===== src/rtl/lfsr_prbs_lock_check.sv =====
// Receive-side PRBS checker: self-synchronising Fibonacci LFSR with a lock/unlock FSM,
// per-bit error mask and a saturating bit-error counter.
module lfsr_prbs_lock_check #(
  parameter int                    LFSR_WIDTH  = 31,
  parameter logic [LFSR_WIDTH-1:0] LFSR_POLY   = 31'h10000001,
  parameter logic [LFSR_WIDTH-1:0] LFSR_INIT   = {LFSR_WIDTH{1'b1}},
  parameter bit                    REVERSE     = 1'b0,
  parameter bit                    INVERT      = 1'b1,
  parameter int                    DATA_WIDTH  = 8,
  parameter int                    LOCK_COUNT  = 4,
  parameter int                    WINDOW      = 64,
  parameter int                    UNLOCK_ERRS = 8,
  parameter int                    CNT_WIDTH   = 32
) (
  input  logic                  clk,
  input  logic                  rst,
  input  logic [DATA_WIDTH-1:0] data_in,
  input  logic                  data_valid,
  input  logic                  err_clear,
  output logic                  locked,
  output logic [DATA_WIDTH-1:0] error_out,
  output logic                  error_valid,
  output logic [CNT_WIDTH-1:0]  bit_err_count
);

  localparam int HC_W = $clog2(LOCK_COUNT + 1);
  localparam int WC_W = $clog2(WINDOW + 1);
  localparam int EC_W = $clog2(UNLOCK_ERRS + 1);
  localparam int PW   = $clog2(DATA_WIDTH + 1);
  localparam int SW   = CNT_WIDTH + PW;
  localparam logic [SW-1:0] CNT_MAX = {{PW{1'b0}}, {CNT_WIDTH{1'b1}}};

  // Poly bit i is the x^i term; with state[0] the newest bit it taps state[W-1-i].
  function automatic logic [LFSR_WIDTH-1:0] poly_taps(input logic [LFSR_WIDTH-1:0] p);
    logic [LFSR_WIDTH-1:0] r;
    for (int i = 0; i < LFSR_WIDTH; i++) r[LFSR_WIDTH-1-i] = p[i];
    return r;
  endfunction

  function automatic logic [DATA_WIDTH-1:0] bitrev(input logic [DATA_WIDTH-1:0] d);
    logic [DATA_WIDTH-1:0] r;
    for (int i = 0; i < DATA_WIDTH; i++) r[i] = d[DATA_WIDTH-1-i];
    return r;
  endfunction

  localparam logic [LFSR_WIDTH-1:0] TAPS = poly_taps(LFSR_POLY);

  typedef enum logic {ST_HUNT, ST_LOCK} st_t;

  st_t                   st, st_nxt;
  logic [LFSR_WIDTH-1:0] state_reg, state_nxt;
  logic [HC_W-1:0]       hunt_cnt, hunt_nxt, hunt_inc;
  logic [WC_W-1:0]       win_cnt, win_nxt, win_inc;
  logic [EC_W-1:0]       ew_cnt, ew_nxt, ew_inc;

  // Time-ordered vectors: bit DATA_WIDTH-1 is the oldest bit of the word, bit 0 the newest.
  logic [DATA_WIDTH-1:0] exp_t, rx_t, shift_t;
  logic [DATA_WIDTH-1:0] rx, exp_w, err;
  logic                  err_any;
  logic [LFSR_WIDTH-1:0] s;
  logic                  fb;

  always_comb begin
    s     = state_reg;
    fb    = 1'b0;
    exp_t = '0;
    for (int i = 0; i < DATA_WIDTH; i++) begin
      fb                   = ^(s & TAPS);
      exp_t[DATA_WIDTH-1-i] = fb;
      s                    = {s[LFSR_WIDTH-2:0], fb};
    end
  end

  assign rx      = INVERT ? ~data_in : data_in;
  assign rx_t    = REVERSE ? bitrev(rx) : rx;
  assign exp_w   = REVERSE ? bitrev(exp_t) : exp_t;
  assign err     = exp_w ^ rx;
  assign err_any = |err;

  // Hunting reloads from the line; locked free-runs on its own prediction.
  assign shift_t = (st == ST_HUNT) ? rx_t : exp_t;

  generate
    if (DATA_WIDTH < LFSR_WIDTH) begin : g_shift
      assign state_nxt = {state_reg[LFSR_WIDTH-DATA_WIDTH-1:0], shift_t};
    end else begin : g_load
      assign state_nxt = shift_t[LFSR_WIDTH-1:0];
    end
  endgenerate

  assign hunt_inc = hunt_cnt + HC_W'(1);
  assign win_inc  = win_cnt + WC_W'(1);
  assign ew_inc   = ew_cnt + EC_W'(err_any);

  always_ff @(posedge clk) begin
    if (rst) begin
      st       <= ST_HUNT;
      hunt_cnt <= '0;
      win_cnt  <= '0;
      ew_cnt   <= '0;
    end else begin
      st       <= st_nxt;
      hunt_cnt <= hunt_nxt;
      win_cnt  <= win_nxt;
      ew_cnt   <= ew_nxt;
    end
  end

  always_comb begin
    st_nxt   = st;
    hunt_nxt = hunt_cnt;
    win_nxt  = win_cnt;
    ew_nxt   = ew_cnt;
    if (data_valid) begin
      case (st)
        ST_HUNT: begin
          if (err_any) begin
            hunt_nxt = '0;
          end else if (hunt_inc == HC_W'(LOCK_COUNT)) begin
            st_nxt   = ST_LOCK;
            hunt_nxt = '0;
            win_nxt  = '0;
            ew_nxt   = '0;
          end else begin
            hunt_nxt = hunt_inc;
          end
        end
        ST_LOCK: begin
          // Unlock outranks window rollover on the same word.
          if (ew_inc == EC_W'(UNLOCK_ERRS)) begin
            st_nxt   = ST_HUNT;
            hunt_nxt = '0;
            win_nxt  = '0;
            ew_nxt   = '0;
          end else if (win_inc == WC_W'(WINDOW)) begin
            win_nxt = '0;
            ew_nxt  = '0;
          end else begin
            win_nxt = win_inc;
            ew_nxt  = ew_inc;
          end
        end
        default: st_nxt = ST_HUNT;
      endcase
    end
  end

  logic [PW-1:0]        pop;
  logic [SW-1:0]        sum;
  logic [CNT_WIDTH-1:0] cnt_nxt;

  always_comb begin
    pop = '0;
    for (int i = 0; i < DATA_WIDTH; i++) pop = pop + PW'(err[i]);
    sum     = SW'(bit_err_count) + SW'(pop);
    cnt_nxt = bit_err_count;
    if (err_clear)
      cnt_nxt = '0;
    else if (data_valid && st == ST_LOCK)
      cnt_nxt = (sum > CNT_MAX) ? {CNT_WIDTH{1'b1}} : sum[CNT_WIDTH-1:0];
  end

  always_ff @(posedge clk) begin
    if (rst) begin
      state_reg     <= LFSR_INIT;
      error_out     <= '0;
      error_valid   <= 1'b0;
      bit_err_count <= '0;
    end else begin
      error_valid   <= data_valid;
      bit_err_count <= cnt_nxt;
      if (data_valid) begin
        state_reg <= state_nxt;
        error_out <= err;
      end
    end
  end

  assign locked = (st == ST_LOCK);

endmodule

===== config.mk =====
export PLATFORM = sky130hd
export DESIGN_NAME = lfsr_prbs_lock_check
export DESIGN_NICKNAME = d
export VERILOG_FILES = /design/src/rtl/lfsr_prbs_lock_check.sv
export SDC_FILE = /design/constraint.sdc
export NUM_CORES = 1
export LEC_CHECK = 0
export CAP_MARGIN = 0
export CELL_PAD_IN_SITES_DETAIL_PLACEMENT = 1
export CELL_PAD_IN_SITES_GLOBAL_PLACEMENT = 1
export CORE_MARGIN = 4
export CORE_UTILIZATION = 46
export DETAILED_ROUTE_END_ITERATION = 16
export GPL_TIMING_DRIVEN = 0
export MAX_ROUTING_LAYER = met4
export PLACE_DENSITY_LB_ADDON = 0.1
export SYNTH_ARGS = -nofsm -noshare
export SYNTH_HDL_FRONTEND = slang
export SYNTH_SLANG_ARGS = --single-unit

===== constraint.sdc =====
create_clock -name clk -period 13.7 [get_ports clk]
set_input_delay 1.37 -clock clk [delete_from_list [all_inputs] [get_ports clk]]
set_output_delay 1.37 -clock clk [all_outputs]
set_load 0.02 [all_outputs]

==> key figures, run 1 <==
Die
  • Total die area: between 10000 and 15000 sq um
  • DIE WIDTH: roughly 110 microns
  • Top Ports: 54
  • Cell row count: 35
  • Initial Util: about 48%
  • Core area: around 9300 sq um
  • Die Y: between 100 and 150 microns

Routing
  • DRT Pass-1 Iters: 4
  • Avg WL per Cell: 18.2 microns
  • DR vias/cell: between 5 and 6
  • Initial DRC count: about 130
  • Routed WL: 12600 microns
  • DRC errors left: 0
  • Vias post-DR: approximately 3.9k
  • Post-route ant nets: 0

Global route
  • Remaining Overflow, GRT: 0
  • Top Usage Layer GRT: met2
  • First-pass GRT wire length: between 20000 and 25000 microns
  • Vias in the first global route: 4078
  • GR met1 Demand/Resource: between 20% and 30%
  • Total GRT Usage: about a quarter
  • Grt met2 use: about two fifths
  • Initial antenna violation count: 0
  • Pin count of the biggest net entering global routing: 16
  • Met3 GRT Util: 4.49%

Timing
  • Final Max Slew Viols: 0
  • Final Skew: approximately 0.013 ns
  • Worst-Margin Slew: about 0.82 ns
  • Final Hold Viols: 0
  • RSZ-0062 raised after global routing: false
  • Max Clock Freq: 0.163 GHz
  • Slew HR: a little under half
  • Fin crit share: around 45%
  • Minimum clock period: approximately 6.1 ns
  • Total negative slack: 0 ns
  • Final WS setup: 7.58 ns
  • Final setup violation count: 0

Logic synthesis
  • Synth cell types: 58
  • Synth Cell Area: 4420 sq um
  • Net Count, Synth: approximately 520
  • Synth Area in Simple Gates: between 20 and 25%
  • YS warnings: 0
  • Post-synth EDFFs: 0
  • Cell accounting for the most synthesized area: dfxtp_1
  • Commonest cells in the netlist: dfxtp_1, nand2_1, mux2i_1, nor2_1, a21oi_1
  • Async S/R FF share, synth: 0%
  • Synth Area in Compound Gates: between 10% and 20%
  • Post-synthesis mux area share: under 10%
  • Syn avg cell area: 8.95 sq um
  • Largest family of logic cells by synthesized area: simple AND/OR/NAND/NOR gates
  • Most common cell in the netlist: dfxtp_1
  • Synth Instances: a little under 500
  • Xor/xnor share of the synthesized area: between 7 and 8%
  • Share of the synthesized area in the top cell type: 39.4%
  • Main synth FF type: dfxtp_1
  • Top cells by area, synth: dfxtp_1, mux2i_1, nand2_1
  • Post-synthesis adder-cell area fraction: under 10%
  • Register area share after synthesis: roughly 40%
  • Flops & latches, synth: 87

Clock network
  • Clk sinks: 87
  • Clk buf depth: 2
  • Root Driver: clkbuf_8
  • CTS buffer count: 9
  • Clock Latency Late Sink: between 0.3 and 0.4 ns
  • Setup bufs post-CTS: 0
  • CTS tree: yes
  • CTS clk-pin slew, worst paths: 0.10 ns
  • Hold buffers post-CTS: 0
  • CTS H-tree depth: 3
  • Post-CTS sizing: 0

Pwr
  • Switching Fraction: between 20% and 30%
  • Total power: about 0.55 mW
  • Seq pwr share: around half
  • Peak supply drop: 0.0858 mV
  • Clk network pwr share: a little over a third
  • Net Sw Power: approximately 0.16 mW
  • Internal power: 0.390 mW
  • P_leak: between 2 and 2.5 nW
  • PD cells: ~100 nW/um^2
  • Power share of the combinational group: 16.6%

Placed design
  • DP Wirelength: 9360 microns
  • Dpl cell area: about 5000 sq um
  • Buffers on Ports: 53
  • Gp weighted congestion: approximately 0.85
  • Post-Place Cells: slightly below 700
  • Place WS: a little over 7 ns

Hold path
  • Hold path depth: 2
  • Min-Delay Endpoint: state_reg[21]
  • Hold path startpoint: state_reg[21]
  • Worst hold-check path type: reg2reg

Critical path
  • Critical Path RT: ~14 ns
  • Worst Setup End Kind: flop
  • R2r setup slk: between 8 and 9 ns
  • Reg2reg start: state_reg[0]
  • RR Endpoint: bit_err_count[30]
  • Kind of critical path: in2reg
  • Worst reg2reg path depth: 15
  • Maximum fanout along the worst path: 8
  • Arrival time at the worst endpoint: roughly 6.4 ns
  • CP Launch Type: primary input

Cells and area
  • Layout cells sized above 1: between 5 and 6%
  • Final instance area: between 5000 and 6000 sq um
  • N_diodes: 0
  • Final instance count without filler cells: approximately 690
  • Max FFs per register: 32
  • Nets: roughly 590
  • P&R area growth vs syn: 20.3%

Status
  • Status: finished clean

Job
  • Max Cap Viol: 0
[cells in the final DEF, fill, tap and decap left out, types with 13 or more instances in the layout]
cell type	count
clkbuf_1	19
mux2i_1	34
nand4_1	15
nor2_1	26
nand3_1	19
a21oi_1	25
clkdlybuf4s50_1	53
xnor2_1	15
dfxtp_1	87
nand2_1	61
and3_1	13
inv_1	18
nor3_1	24
o21ai_0	22
[worst max path at each step]
stage                                   end  cells after the start        from  slack [ns]
final                     bit_err_count[30]                     16  data_in[2]        7.58
after global routing       bit_err_count[4]                     17  data_in[2]        7.38
after CTS                 bit_err_count[30]                     16  data_in[2]        7.61
after detailed placement  bit_err_count[30]                     16  data_in[2]        7.20
after global placement    bit_err_count[30]                     16  data_in[2]        7.38
after floorplan           bit_err_count[19]                     16  data_in[2]        8.47
[per-layer routing]
metal  up-vias  share of wire (%)
li1       1903                  -
met1      1930                 46
met2        71                 49
met3        15                2.9
met4         0                1.6
met5         -                  0
[cell type report]
class	count	area [sq um]
clock inverter	6	66.3
inverter	18	67.6
fill	1104	3970
tap	129	161
clock buffer	10	138
sequential	87	1740
buffer	23	87.6
timing repair buffer	53	531
multi-input combinational	366	2520
[worst max-delay path, stage by stage]
cell and delay [ns]:
clkdlybuf4s50_1 0.46, xnor2_1 0.17, xnor2_1 0.44, inv_1 0.13
fa_1 0.51, fa_1 0.50, inv_1 0.05, fa_1 0.49
fa_1 0.20, fa_1 0.21, a21oi_1 0.08, o21bai_1 0.51
nand3_1 0.30, nor4_1 0.60, and4b_1 0.29, nor3_1 0.04
[logic make-up after synthesis]
kind of cell               Yosys count
AOI/OAI and AO/OA                   89
adders and majority gates           16
xor gates and xnor gates            32
and+or+nand+nor                    190
muxes                               39
buffers and inverters               41
DFF                                 87
[metrics by stage]
stage                     utilization (%)  hold slack [ns]
after floorplan                         -            0.439
after global placement               55.1            0.454
after detailed placement             55.1            0.460
after CTS                            57.3            0.484
after global routing                 57.3            0.496
final                                57.3            0.479
[power groups by stage]
stage / clock (mW) / combinational (mW) / sequential (mW)
finish: 0.191 / 0.0906 / 0.264
global route: 0.208 / 0.102 / 0.265
CTS: 0.194 / 0.0921 / 0.264
detailed placement: 0 / 0.0911 / 0.270
global placement: 0 / 0.0886 / 0.269
floorplan: 0 / 0.0604 / 0.272
No activity file was read; power rests on OpenSTA's default activity.
==> inputs of run 2 (changes only) <==
- CORE_UTILIZATION: 46 -> 38
- clock period: 13.7 -> 5.3 ns (I/O delays scaled with it)
==> key figures, run 2 (synthesis gave the netlist of run 1 again) <==
Status
  • Status: finished clean

Timing
  • Final Max Slew Viols: 0
  • Worst-Margin Slew: between 0.8 and 0.9 ns
  • Minimum clock period: around 5.0 ns
  • Fin Hold WS: about 0.47 ns
  • RSZ-0062 raised after global routing: false
  • Final WS setup: 0.333 ns
  • Final setup violation count: 0
  • Max Clock Freq: 0.201 GHz
  • Final Hold Viols: 0
  • Slew HR: 45.0%
  • Fin crit share: roughly 94%
  • Final Skew: 0.00825 ns

Cells and area
  • Final instance area: 5460 sq um
  • N_diodes: 0
  • Max FFs per register: 32
  • Final core occ: a little under half
  • Commonest non-fill, non-tap cell in the layout: dfxtp_1
  • Most frequent cells in the layout: dfxtp_1, nand2_1, clkdlybuf4s50_1
  • Final instance count without filler cells: just over 700
  • Layout cells sized above 1: under 10%
  • P&R area growth vs syn: 23.5%
  • Nets: around 590

Global route
  • Vias in the first global route: ~3.9k
  • First-pass GRT wire length: around 21000 microns
  • Total GRT Usage: roughly 20%
  • Initial antenna violation count: 0
  • Remaining Overflow, GRT: 0
  • Pin count of the biggest net entering global routing: 15

Placed design
  • DP Wirelength: about 9400 microns
  • Buffers on Ports: between 50 and 60
  • Place WS: -0.437 ns
  • Post-Place Cells: between 600 and 700
  • Dpl cell area: ~5000 sq um
  • Gp weighted congestion: 0.854

Pwr
  • Peak supply drop: roughly 0.19 mV
  • P_leak: approximately 2.1 nW
  • PD cells: between 200 and 300 nW/um^2
  • Net Sw Power: about 0.41 mW
  • Switching Fraction: 25.8%
  • Power share of the combinational group: 14.7%
  • Internal power: 1.19 mW
  • Clk network pwr share: a little over two fifths
  • Seq pwr share: 42.7%

Critical path
  • Kind of critical path: in2reg
  • Arrival time at the worst endpoint: 5.17 ns
  • Worst Setup End Kind: flop
  • Critical Path RT: ~5.5 ns
  • CP Launch Type: primary input
  • Maximum fanout along the worst path: 10

Die
  • Core area: ~11000 sq um
  • DIE WIDTH: about 120 microns
  • Total die area: 13400 sq um
  • Cell row count: 39
  • Initial Util: between 30% and 40%
  • Top Ports: 54
  • Die Y: 116 microns

Routing
  • Initial DRC count: 179
  • Post-route ant nets: 0
  • Avg WL per Cell: 18.0 microns
  • DRC errors left: 0
  • DRT Pass-1 Iters: 4
  • DR vias/cell: 5.48
  • Vias post-DR: approximately 3.9k
  • Routed WL: roughly 13000 microns

Clock network
  • Root Driver: clkbuf_16
  • Clock Latency Late Sink: around 0.34 ns
  • Clk buf depth: 2
  • CTS clk-pin slew, worst paths: 0.07 ns
  • Clk sinks: between 80 and 90
  • CTS buffer count: 9
  • CTS tree: yes
  • CTS H-tree depth: 3
  • Setup bufs post-CTS: 0

Hold path
  • Worst hold-check path type: reg2reg

Job
  • Max Cap Viol: 0
## run 2: cell count changes in the layout (fill, tap and decap cells not counted)
cell,previous run,this run
clkbuf_8,10,0
bufinv_16,1,2
o21bai_1,3,2
clkinvlp_4,0,2
o21bai_2,0,1
nor4_1,2,1
inv_6,3,0
xnor2_2,1,2
xnor2_1,15,14
nor4_2,0,1
clkbuf_1,19,20
clkbuf_16,0,9
## run 2: final cells by class
class | count | area, sq um
fill | 1365 | 5960
multi-input combinational | 366 | 2540
sequential | 87 | 1740
timing repair buffer | 53 | 531
clock buffer | 10 | 229
tap | 143 | 179
buffer | 23 | 87.6
clock inverter | 6 | 85.1
inverter | 18 | 67.6
## run 2: power groups by stage
stage               Clock (mW)  Combinational, mW  Sequential [mW]
floorplan                    0              0.156            0.702
global placement             0              0.232            0.697
detailed placement           0              0.237            0.697
CTS                      0.697              0.240            0.682
global route             0.729              0.264            0.684
finish                   0.680              0.236            0.682
## run 2: metal layers
layer	global-route usage, %	wire length, microns
met5	-	0
met4	6.03	174
met3	2.77	360
met2	31.5	5960
met1	27.6	6230
## run 2: stage by stage
step / setup TNS, ns / power [mW]
after floorplan: 0 / 0.859
after global placement: -1.50 / 0.928
after detailed placement: -5.00 / 0.934
after CTS: 0 / 1.62
after global routing: 0 / 1.68
final: 0 / 1.60
## run 2: path summary, 6_finish.rpt
path,end,cells after the start,startpoint,slack (ns)
min,state_reg[21],2,state_reg[13],0.47
min reg2reg,state_reg[21],2,state_reg[13],0.47
max reg2reg,bit_err_count[19],15,state_reg[1],0.35
max,bit_err_count[19],15,data_in[0],0.33
## run 2: what timing repair did
action,CTS,global route
resized for setup,1,2
pin swaps,0,0
endpoints found under the setup margin,5,12
hold buffers,0,0
## run 2: critical path: stages
cell	delay, ns
clkdlybuf4s50_1	0.50
xnor3_1	0.54
fa_1	0.50
fa_1	0.49
inv_1	0.05
fa_1	0.45
fa_1	0.42
fa_1	0.42
a21oi_1	0.19
o21bai_2	0.17
nand2_1	0.17
nor2_1	0.12
buf_2	0.23
nor4_1	0.30
a211oi_1	0.09
